<file path="config.mk">
export PLATFORM = sky130hd
export DESIGN_NAME = dt_sched_flat
export DESIGN_NICKNAME = d
export VERILOG_FILES = /design/src/rtl/dt_sched_if.sv /design/src/rtl/dt_sched.sv /design/src/flat_wrapper.sv
export SDC_FILE = /design/constraint.sdc
export NUM_CORES = 1
export LEC_CHECK = 0
export CORE_ASPECT_RATIO = 1.1
export CORE_UTILIZATION = 43
export CTS_BUF_LIST = sky130_fd_sc_hd__clkbuf_8 sky130_fd_sc_hd__clkbuf_16
export CTS_CLUSTER_DIAMETER = 100
export CTS_CLUSTER_SIZE = 16
export DETAILED_ROUTE_END_ITERATION = 12
export PLACE_DENSITY = 0.74
export SYNTH_ARGS = -nofsm -noshare
export SYNTH_HDL_FRONTEND = slang
export SYNTH_SLANG_ARGS = --single-unit
</file>
<file path="constraint.sdc">
create_clock -name clk -period 1.29 [get_ports clk]
set_input_delay 0.258 -clock clk [delete_from_list [all_inputs] [get_ports clk]]
set_output_delay 0.258 -clock clk [all_outputs]
set_load 0.005 [all_outputs]
</file>
<file path="src/rtl/dt_sched_if.sv">
// Sample, configuration and result handshake bundle between the temperature front-end and dt_sched.
interface dt_sched_if;
    logic       t_valid;
    logic [7:0] t_in;
    logic       cfg_we;
    logic [1:0] cfg_addr;
    logic [7:0] cfg_wdata;
    logic       cfg_commit;
    logic       dt_valid;
    logic       dt_ready;
    logic [7:0] dt_data;

    modport master (
        output t_valid, t_in, cfg_we, cfg_addr, cfg_wdata, cfg_commit, dt_ready,
        input  dt_valid, dt_data
    );
    modport slave (
        input  t_valid, t_in, cfg_we, cfg_addr, cfg_wdata, cfg_commit, dt_ready,
        output dt_valid, dt_data
    );
endinterface

</file>
<file path="src/rtl/dt_sched.sv">
// Sequencer for the internal dT estimator: INIT, warm-up discard, staged config and result handshake.
// Optional DT_SCHED_TIMEOUT_EN adds the sample watchdog and FAULT state.
module dt_sched #(
    parameter int WARMUP_N    = 4,
    parameter int TIMEOUT_CYC = 1024
) (
    input  logic       clk,
    input  logic       rst,
    input  logic       enable_i,
    input  logic       clr_fault_i,
    dt_sched_if.slave  bus,
    output logic [7:0] est_T_cur_o,
    output logic [7:0] est_alpha_o,
    output logic [7:0] est_k_dt_o,
    output logic [7:0] est_d_max_o,
    output logic       est_init_o,
    output logic       est_step_o,
    input  logic [7:0] est_dT_i,
    output logic       busy_o,
    output logic       fault_o,
    output logic       ovf_o
);
    localparam logic [2:0] S_IDLE  = 3'd0;
    localparam logic [2:0] S_INIT  = 3'd1;
    localparam logic [2:0] S_WARM  = 3'd2;
    localparam logic [2:0] S_RUN   = 3'd3;
    localparam logic [2:0] S_FAULT = 3'd4;
    localparam logic [7:0] WN_LAST = 8'(WARMUP_N - 1);

    logic [2:0] state_q, state_d;
    logic [7:0] wcnt_q;
    logic [7:0] t_cur_q;
    logic [7:0] sh_alpha_q, sh_kdt_q, sh_dmax_q;
    logic [7:0] alpha_q, kdt_q, dmax_q;
    logic       step_q;
    logic [1:0] pub_pipe_q;
    logic       dt_valid_q, dt_valid_d;
    logic [7:0] dt_data_q, dt_data_d;
    logic       ovf_q, ovf_d;
    logic       live, accept, timeout, cap;

    assign live = (state_q == S_WARM) || (state_q == S_RUN);

`ifdef DT_SCHED_TIMEOUT_EN
    localparam int WDW = $clog2(TIMEOUT_CYC + 1);
    localparam logic [WDW-1:0] WD_LAST = WDW'(TIMEOUT_CYC - 1);
    logic [WDW-1:0] wdog_q;

    assign timeout = (wdog_q == WD_LAST);

    always_ff @(posedge clk) begin
        if (rst || !live || accept) wdog_q <= '0;
        else                        wdog_q <= wdog_q + 1'b1;
    end
`else
    localparam logic [31:0] TO_BITS = 32'(TIMEOUT_CYC);
    logic unused_to;
    assign unused_to = ^{clr_fault_i, TO_BITS};
    assign timeout   = 1'b0;
`endif

    // enable=0 beats commit, commit beats clr_fault and samples
    always_comb begin
        state_d = state_q;
        accept  = 1'b0;
        if (!enable_i)           state_d = S_IDLE;
        else if (bus.cfg_commit) state_d = S_INIT;
        else begin
            case (state_q)
                S_IDLE: state_d = S_INIT;
                S_INIT: state_d = S_WARM;
                S_WARM, S_RUN: begin
                    accept = bus.t_valid;
                    if (accept && state_q == S_WARM && wcnt_q == WN_LAST) state_d = S_RUN;
                    else if (!accept && timeout)                          state_d = S_FAULT;
                end
                S_FAULT: begin
`ifdef DT_SCHED_TIMEOUT_EN
                    if (clr_fault_i) state_d = S_INIT;
`endif
                end
                default: state_d = S_IDLE;
            endcase
        end
    end

    // pub_pipe marks steps taken in RUN; warm-up results never reach the handshake
    assign cap = pub_pipe_q[1] && (state_q == S_RUN) && (state_d == S_RUN);

    always_comb begin
        dt_valid_d = dt_valid_q;
        dt_data_d  = dt_data_q;
        ovf_d      = ovf_q;
        if (state_d != S_RUN) dt_valid_d = 1'b0;
        else if (cap) begin
            dt_data_d  = est_dT_i;
            dt_valid_d = 1'b1;
            if (dt_valid_q && !bus.dt_ready) ovf_d = 1'b1;
        end else if (dt_valid_q && bus.dt_ready) dt_valid_d = 1'b0;
        if (state_d == S_INIT) ovf_d = 1'b0;
    end

    always_ff @(posedge clk) begin
        if (rst) begin
            state_q    <= S_IDLE;
            wcnt_q     <= '0;
            t_cur_q    <= '0;
            sh_alpha_q <= '0;
            sh_kdt_q   <= '0;
            sh_dmax_q  <= 8'd127;
            alpha_q    <= '0;
            kdt_q      <= '0;
            dmax_q     <= 8'd127;
            step_q     <= 1'b0;
            pub_pipe_q <= '0;
            dt_valid_q <= 1'b0;
            dt_data_q  <= '0;
            ovf_q      <= 1'b0;
        end else begin
            state_q    <= state_d;
            step_q     <= accept;
            pub_pipe_q <= {pub_pipe_q[0], accept && (state_q == S_RUN)};
            dt_valid_q <= dt_valid_d;
            dt_data_q  <= dt_data_d;
            ovf_q      <= ovf_d;
            if (accept) t_cur_q <= bus.t_in;
            if (state_q == S_INIT) begin
                wcnt_q  <= '0;
                alpha_q <= sh_alpha_q;
                kdt_q   <= sh_kdt_q;
                dmax_q  <= sh_dmax_q;
            end else if (accept && state_q == S_WARM) begin
                wcnt_q <= wcnt_q + 8'd1;
            end
            if (bus.cfg_we) begin
                case (bus.cfg_addr)
                    2'd0:    sh_alpha_q <= bus.cfg_wdata;
                    2'd1:    sh_kdt_q   <= bus.cfg_wdata;
                    2'd2:    sh_dmax_q  <= bus.cfg_wdata;
                    default: ;
                endcase
            end
        end
    end

    assign est_T_cur_o  = t_cur_q;
    assign est_alpha_o  = alpha_q;
    assign est_k_dt_o   = kdt_q;
    assign est_d_max_o  = dmax_q;
    assign est_init_o   = (state_q == S_INIT);
    assign est_step_o   = step_q;
    assign busy_o       = (state_q == S_INIT) || (state_q == S_WARM);
    assign fault_o      = (state_q == S_FAULT);
    assign ovf_o        = ovf_q;
    assign bus.dt_valid = dt_valid_q;
    assign bus.dt_data  = dt_data_q;
endmodule

</file>
<file path="src/flat_wrapper.sv">
// flat-port wrapper written by rule: the top's interface ports become plain ports
module dt_sched_flat 
#(
    parameter int WARMUP_N    = 4,
    parameter int TIMEOUT_CYC = 1024
)
  (clk, rst, enable_i, clr_fault_i, est_T_cur_o, est_alpha_o, est_k_dt_o, est_d_max_o, est_init_o, est_step_o, est_dT_i, busy_o, fault_o, ovf_o, bus_t_valid, bus_t_in, bus_cfg_we, bus_cfg_addr, bus_cfg_wdata, bus_cfg_commit, bus_dt_ready, bus_dt_valid, bus_dt_data);
  dt_sched_if bus_i ();
  input  logic clk;
  input  logic rst;
  input  logic enable_i;
  input  logic clr_fault_i;
  output logic [7:0] est_T_cur_o;
  output logic [7:0] est_alpha_o;
  output logic [7:0] est_k_dt_o;
  output logic [7:0] est_d_max_o;
  output logic est_init_o;
  output logic est_step_o;
  input  logic [7:0] est_dT_i;
  output logic busy_o;
  output logic fault_o;
  output logic ovf_o;
  input wire logic [$bits(bus_i.t_valid)-1:0] bus_t_valid;
  input wire logic [$bits(bus_i.t_in)-1:0] bus_t_in;
  input wire logic [$bits(bus_i.cfg_we)-1:0] bus_cfg_we;
  input wire logic [$bits(bus_i.cfg_addr)-1:0] bus_cfg_addr;
  input wire logic [$bits(bus_i.cfg_wdata)-1:0] bus_cfg_wdata;
  input wire logic [$bits(bus_i.cfg_commit)-1:0] bus_cfg_commit;
  input wire logic [$bits(bus_i.dt_ready)-1:0] bus_dt_ready;
  output wire logic [$bits(bus_i.dt_valid)-1:0] bus_dt_valid;
  output wire logic [$bits(bus_i.dt_data)-1:0] bus_dt_data;
  assign bus_i.t_valid = bus_t_valid;
  assign bus_i.t_in = bus_t_in;
  assign bus_i.cfg_we = bus_cfg_we;
  assign bus_i.cfg_addr = bus_cfg_addr;
  assign bus_i.cfg_wdata = bus_cfg_wdata;
  assign bus_i.cfg_commit = bus_cfg_commit;
  assign bus_i.dt_ready = bus_dt_ready;
  assign bus_dt_valid = bus_i.dt_valid;
  assign bus_dt_data = bus_i.dt_data;
  dt_sched #(.WARMUP_N(WARMUP_N), .TIMEOUT_CYC(TIMEOUT_CYC)) u_core (.clk(clk), .rst(rst), .enable_i(enable_i), .clr_fault_i(clr_fault_i), .bus(bus_i), .est_T_cur_o(est_T_cur_o), .est_alpha_o(est_alpha_o), .est_k_dt_o(est_k_dt_o), .est_d_max_o(est_d_max_o), .est_init_o(est_init_o), .est_step_o(est_step_o), .est_dT_i(est_dT_i), .busy_o(busy_o), .fault_o(fault_o), .ovf_o(ovf_o));
endmodule
</file>
==> qor.txt, run 1 <==
die height: 90.4 um
Synth Flop Type: dfxtp_1
CTS H-Tree Depth: 3
Register Area: 0.00165 mm2
diode count: 0
R2R Path Start: u_core.state_q[1]
gr ovfl total: 0
failing checks: negative setup slack
CTS Buffer Depth: 2
pwr/cell area: 1170 mW/mm2
mapped cell area: 0.00306 mm2
dominant cells by area after synthesis: dfxtp_1 (52%), nand2_1 (9.5%), mux2i_1 (8.2%)
crit path DAT: 1100 ps
clock sink count: 80
crit path capture: est_init_o
number of synthesized flops with an enable pin: 0
Post-Synth XOR/XNOR Area: 0.0258
CP Max Fanout: 5
Mean Syn Cell Area: 9.13 um2
clock buffer count from CTS: 9
Slew headroom: 0.781
Ports: 80
worst slew pin tran: 328 ps
Finished Cell Area: 0.00432 mm2
Max Slew Vio Count: 0
CP Capture Type: primary output
VDD IR max: 582 uV
row count: 31
cts hold-fix bufs: 0
simple-gate share of the synthesized area: 0.269
vias per std cell: 5.04
global-route wire length before repair: 11300 um
Iter 0 DRT Violations: 146
FF-to-FF End: u_core.wcnt_q[1]
layout cells sized above 1: 0.218
Adder-Cell Fraction of Synth Area: 0.00409
port buffer count: 78
Worst Skew: 7.37 ps
Skew-Pair Late Insertion Delay: 340 ps
LEAKAGE: 1.91 nW
Setup crit start: u_core.state_q[1]
Final Core Density: 0.644
vias in the first global route: 2499
setup ws final: -66.2 ps
RSZ-0062 raised after global routing: true
synth warn: 0
worst hold margin: 190 ps
DR vias: 2588
Avg WL per Cell: 13.3 um
DIE AREA: 0.00745 mm2
final hold violations: 0
antenna-violating nets left: 0
Placer Congestion: 0.783
die span in x: 82.4 um
Mapped Cells: 335
flops & latches, synth: 80
Multi-input gate area: 0.00140 mm2
max cap viols: 0
pre-CTS WS: -363 ps
Synth top area share: 0.524
Reg2Reg Setup Slack: -60 ps
async set-reset flop share out of synthesis: 0
Critical Path Start Type: register
syn_nets: 370
largest family of logic cells by synthesized area: simple AND/OR/NAND/NOR gates
dpl cell area: 0.00401 mm2
run status: complete, but fails checks
Finish-stage setup viols: 18
CP Data Required Time: 1030 ps
most frequent cell after synthesis: dfxtp_1
Hold/Removal Path Class: in2reg
initial antenna violation count: 0
Routed WL: 6820 um
Netlist cell types: 39
CTS clk-pin slew, worst paths: 80 ps
post-synthesis compound-gate area fraction: 0.0507
synthesis-to-finish area growth: 41.3%
gr usage total: 0.196
DP HPWL: 4640 um
min cycle time layout: 1360 ps
Final #Nets: 462
Synth area leader: dfxtp_1
drt pass-1 iters: 6
synth cell count leaders: dfxtp_1 (80), nand2_1 (77), nor2_1 (38)
Starting Density: 0.456
largest net degree at the start of global routing: 43
Tcrit/Tclk final: 1.05
part of the Yosys area used for sequential elements: 0.524
Layout fillers: 591
multiplexer share of the synthesized area: 0.0818
CTS tree: yes
clock root buffer: clkbuf_8
number of remaining DRC errors: 0
Core Box Area: 0.00671 mm2
cell depth of the worst flop-to-flop path: 5
Max Clock Freq: 0.737 GHz
Setup CP Type: reg2out
==> cells in the final DEF, fill, tap and decap left out, types with 2 or more instances in the layout <==
cell and n:
bufinv_16 2, clkinvlp_4 2, nor3b_1 2, buf_2 3
xor2_1 4, nor2_1 37, nand4b_4 2, buf_12 3
nand3b_1 3, nand2b_1 2, dfxtp_1 48, dfxtp_4 2
buf_6 4, xnor2_1 4, inv_2 2, nor3_1 3
a21oi_1 27, mux2i_1 25, inv_1 3, clkinv_4 2
nor4_2 2, dlygate4sd2_1 43, and4_1 2, nand2_1 76
dfxtp_2 30, buf_4 15, nand3_1 23, clkbuf_8 10
clkdlybuf4s50_1 31
==> worst max-delay path, cell delays in order, from the launching register on <==
cell and delay (ps):
dfxtp_4 420, inv_1 90, nand3_4 80, inv_2 50
buf_2 120
==> per-stage QoR <==
stage / total power [mW] / TNS [ps] / std cells
floorplan: 2.80 / 0 / 335
global placement: 3.03 / -13500 / 497
detailed placement: 3.04 / -14520 / 497
CTS: 5.09 / -299 / 515
global route: 5.25 / -2650 / 514
finish: 5.05 / -415 / 514
==> state kept, by name, summed over array words and instances, names as in the netlist <==
name,count
u_core.est_d_max_o,8
u_core.bus.dt_data,8
u_core.est_k_dt_o,8
u_core.sh_kdt_q,8
u_core.bus.dt_valid,1
u_core.est_T_cur_o,8
u_core.wcnt_q,8
u_core.state_q,3
u_core.pub_pipe_q,2
u_core.ovf_o,1
u_core.est_alpha_o,8
u_core.est_step_o,1
u_core.sh_dmax_q,8
u_core.sh_alpha_q,8
==> per-layer routing <==
metal,vias to the layer above,part of all wire,global-route usage
met5,-,0,0
met3,4,0.050,0.0505
met4,0,0.0079,0.0585
li1,1291,-,-
met1,1222,0.45,0.252
met2,71,0.49,0.315
==> what timing repair did <==
item	4_1_cts	5_1_grt
resized for setup	98	8
buffers inserted	2	0
pin swaps	6	4
endpoints found under the setup margin	73	53
==> cell type report <==
type,count,area share
clock inverter,6,0.0214
inverter,5,0.00434
clock buffer,10,0.0318
tap,82,0.0237
timing repair buffer,100,0.214
sequential,80,0.381
multi-input combinational,231,0.324
==> where the power goes <==
part | switching, mW | total, mW | leakage, nW | internal (mW)
Combinational | 0.204 | 0.426 | 1.14 | 0.223
Sequential | 0.0344 | 2.56 | 0.661 | 2.52
Clock | 0.917 | 2.07 | 0.109 | 1.15
Total | 1.16 | 5.05 | 1.91 | 3.89
==> how the worst min path moves through the flow <==
stage	startpoint	end	slack [ps]	cells after the start
5_1_grt	rst	u_core.state_q[1]	170	2
6_report	rst	u_core.state_q[1]	190	2
4_1_cts	rst	u_core.state_q[1]	180	2
3_5_place_dp	u_core.pub_pipe_q[0]	u_core.pub_pipe_q[1]	440	1
3_3_place_gp	u_core.pub_pipe_q[0]	u_core.pub_pipe_q[1]	420	1
2_1_floorplan	bus_cfg_wdata[0]	u_core.sh_dmax_q[0]	380	2
==> cells by family after synthesis <==
logic type | after synthesis
AND/OR/NAND/NOR | 167
AO/OA/AOI/OAI | 29
multiplexers | 25
XOR/XNOR | 9
flip-flops | 80
adder cells (fa/ha/maj) | 1
buffers and inverters | 24
(Power assumes the default switching activity.)
==> run 2, diff against run 1 <==
- CORE_UTILIZATION: 43 -> 40
- PLACE_DENSITY: 0.74 -> 0.69
- clock period: 1.29 -> 1.1 ns (I/O delays scaled with it)
==> run 2 against run 1 <==
The flow still finishes with violations (negative setup slack); via count rose by 0.77%; global-route usage fell by 1.2 points; core utilization fell by 5.1 points; sequential power rose by 17%; register-to-register slack got worse by 220 ps; first-iteration DRC count fell by 51%; cell count rose by 4.5%; clock skew barely moved; hold slack got worse by 68 ps; setup slack got worse by 220 ps; combinational power rose by 19%; critical path type unchanged; critical endpoint unchanged.
==> qor.txt, run 2 (same netlist as run 1, synthesis figures left out) <==
run status: complete, but fails checks (unchanged)
failing checks: negative setup slack (unchanged)
number of remaining DRC errors: 0 (unchanged)
Worst Skew: 7.62 ps (was 7.37 ps)
Final Core Density: 0.593 (was 0.644)
Iter 0 DRT Violations: 72 (was 146)
row count: 33 (was 31)
DIE AREA: 0.00800 mm2 (was 0.00745 mm2)
Setup CP Type: reg2out (unchanged)
Max Clock Freq: 0.724 GHz
Final #Nets: 480 (was 462)
crit path DAT: 1160 ps (was 1100 ps)
RSZ-0062 raised after global routing: true (unchanged)
Starting Density: 0.411 (was 0.456)
Ports: 80 (unchanged)
gr ovfl total: 0 (unchanged)
max cap viols: 0 (unchanged)
vias per std cell: 4.86 (was 5.04)
CP Max Fanout: 4 (was 5)
die span in x: 85.4 um (was 82.4 um)
Critical Path Start Type: register (unchanged)
initial antenna violation count: 0 (unchanged)
Finish-stage setup viols: 56 (was 18)
commonest cells after routing, fill and taps aside: nand2_1 (68), buf_2 (46), dfxtp_2 (44) (was nand2_1 (76), dfxtp_1 (48), dlygate4sd2_1 (43))
diode count: 0 (unchanged)
layout cells sized above 1: 0.420 (was 0.218)
DR vias: 2608 (was 2588)
clock buffer count from CTS: 9 (unchanged)
DP HPWL: 4730 um (was 4640 um)
Tcrit/Tclk final: 1.26
pwr/cell area: 1300 mW/mm2 (was 1170 mW/mm2)
met2 usage: 0.304 (was 0.315)
die height: 93.7 um (was 90.4 um)
largest net degree at the start of global routing: 35 (was 43)
global route hottest layer: met2 (unchanged)
Slew headroom: 0.767 (was 0.781)
CTS clk-pin slew, worst paths: 80 ps (about the same)
Power, Total: 5.72 mW (was 5.05 mW)
clock root buffer: clkbuf_8 (unchanged)
Routed WL: 7160 um (was 6820 um)
most common cell after layout, fill and taps aside: nand2_1 (unchanged)
clock sink count: 80 (unchanged)
final hold violations: 0 (unchanged)
CTS Buffer Depth: 2 (unchanged)
port buffer count: 78 (unchanged)
antenna-violating nets left: 0 (unchanged)
met3 Use GR: 0.0378 (was 0.0505)
synthesis-to-finish area growth: 44.1% (was 41.3%)
Hold/Removal Path Class: in2reg (unchanged)
drt pass-1 iters: 4 (was 6)
LEAKAGE: 1.94 nW (was 1.91 nW)
CP Data Required Time: 880 ps (was 1030 ps)
VDD IR max: 915 uV (was 582 uV)
CTS H-Tree Depth: 3 (unchanged)
Skew-Pair Late Insertion Delay: 350 ps (was 340 ps)
gr usage total: 0.184 (was 0.196)
min cycle time layout: 1380 ps
CTS tree: yes (unchanged)
Avg WL per Cell: 13.3 um (about the same)
global-route wire length before repair: 11400 um (was 11300 um)
setup ws final: -282 ps (was -66.2 ps)
Placer Congestion: 0.790 (was 0.783)
vias in the first global route: 2425 (was 2499)
Max Slew Vio Count: 0 (unchanged)
CP Capture Type: primary output (unchanged)
met1 usage: 0.226 (was 0.252)
Core Box Area: 0.00743 mm2 (was 0.00671 mm2)
worst slew pin tran: 349 ps (was 328 ps)
-- run 2: cell types whose count changed in the layout (fill, tap and decap cells not counted), moves of 8 or more --
cell           previous run  this run
dfxtp_2                  30        44
nand2_1                  76        68
dfxtp_1                  48        34
dlygate4sd2_1            43         1
buf_4                    15        28
buf_2                     3        46
-- run 2: power breakdown --
group / total [mW] / switching, mW / internal (mW)
Clock: 2.22 / 1.14 / 1.07
Combinational: 0.509 / 0.250 / 0.259
Sequential: 2.99 / 0.0369 / 2.96
Total: 5.72 / 1.43 / 4.29
-- run 2: path summary, 6_finish.rpt --
| check | end | cells past startpoint | from | slack, ps |
|---|---|---|---|---|
| setup reg to reg | u_core.wcnt_q[1] | 6 | u_core.state_q[1] | -280 |
| hold / removal | u_core.state_q[1] | 2 | rst | 120 |
| hold reg to reg | u_core.est_alpha_o[3] | 2 | u_core.sh_alpha_q[3] | 450 |
| setup / recovery | est_init_o | 5 | u_core.state_q[1] | -280 |
-- run 2: what timing repair did --
action / CTS / global route
pin swaps: 16 / 19
endpoints found under the setup margin: 100 / 69
buffers inserted: 8 / 3
gates resized for setup: 247 / 27
hold buffers: 0 / 0
-- run 2: worst max-delay path, cell delays in order (launching register included) --
cell and delay (ps):
dfxtp_4 370, buf_6 120, inv_1 60, nand3_2 90
inv_2 80, buf_6 100
-- run 2: cell type report --
type	count	area (um2)
Clock buffer	9	124
Clock inverter	7	78.8
Fill cell	678	3020
Inverter	5	18.8
Multi-Input combinational cell	231	1490
Sequential cell	80	1660
Tap cell	87	109
Timing Repair Buffer	118	927
-- run 2: metrics by stage --
step | hold WS [ps] | std cells | instance area, um2 | TNS, ps | worst slack [ps]
after floorplan | 343 | 335 | 3100 | -1050 | -103
after global placement | 424 | 511 | 4130 | -21130 | -487
after detailed placement | 442 | 511 | 4130 | -22640 | -549
after CTS | 105 | 534 | 4290 | -10590 | -298
after global routing | 108 | 537 | 4410 | -13160 | -350
final | 122 | 537 | 4410 | -8780 | -282
-- run 2: metal layers --
metal,share of wire,up-vias
met5,0,-
met1,0.45,1199
met2,0.49,60
li1,-,1334
met4,0.024,0
met3,0.039,15
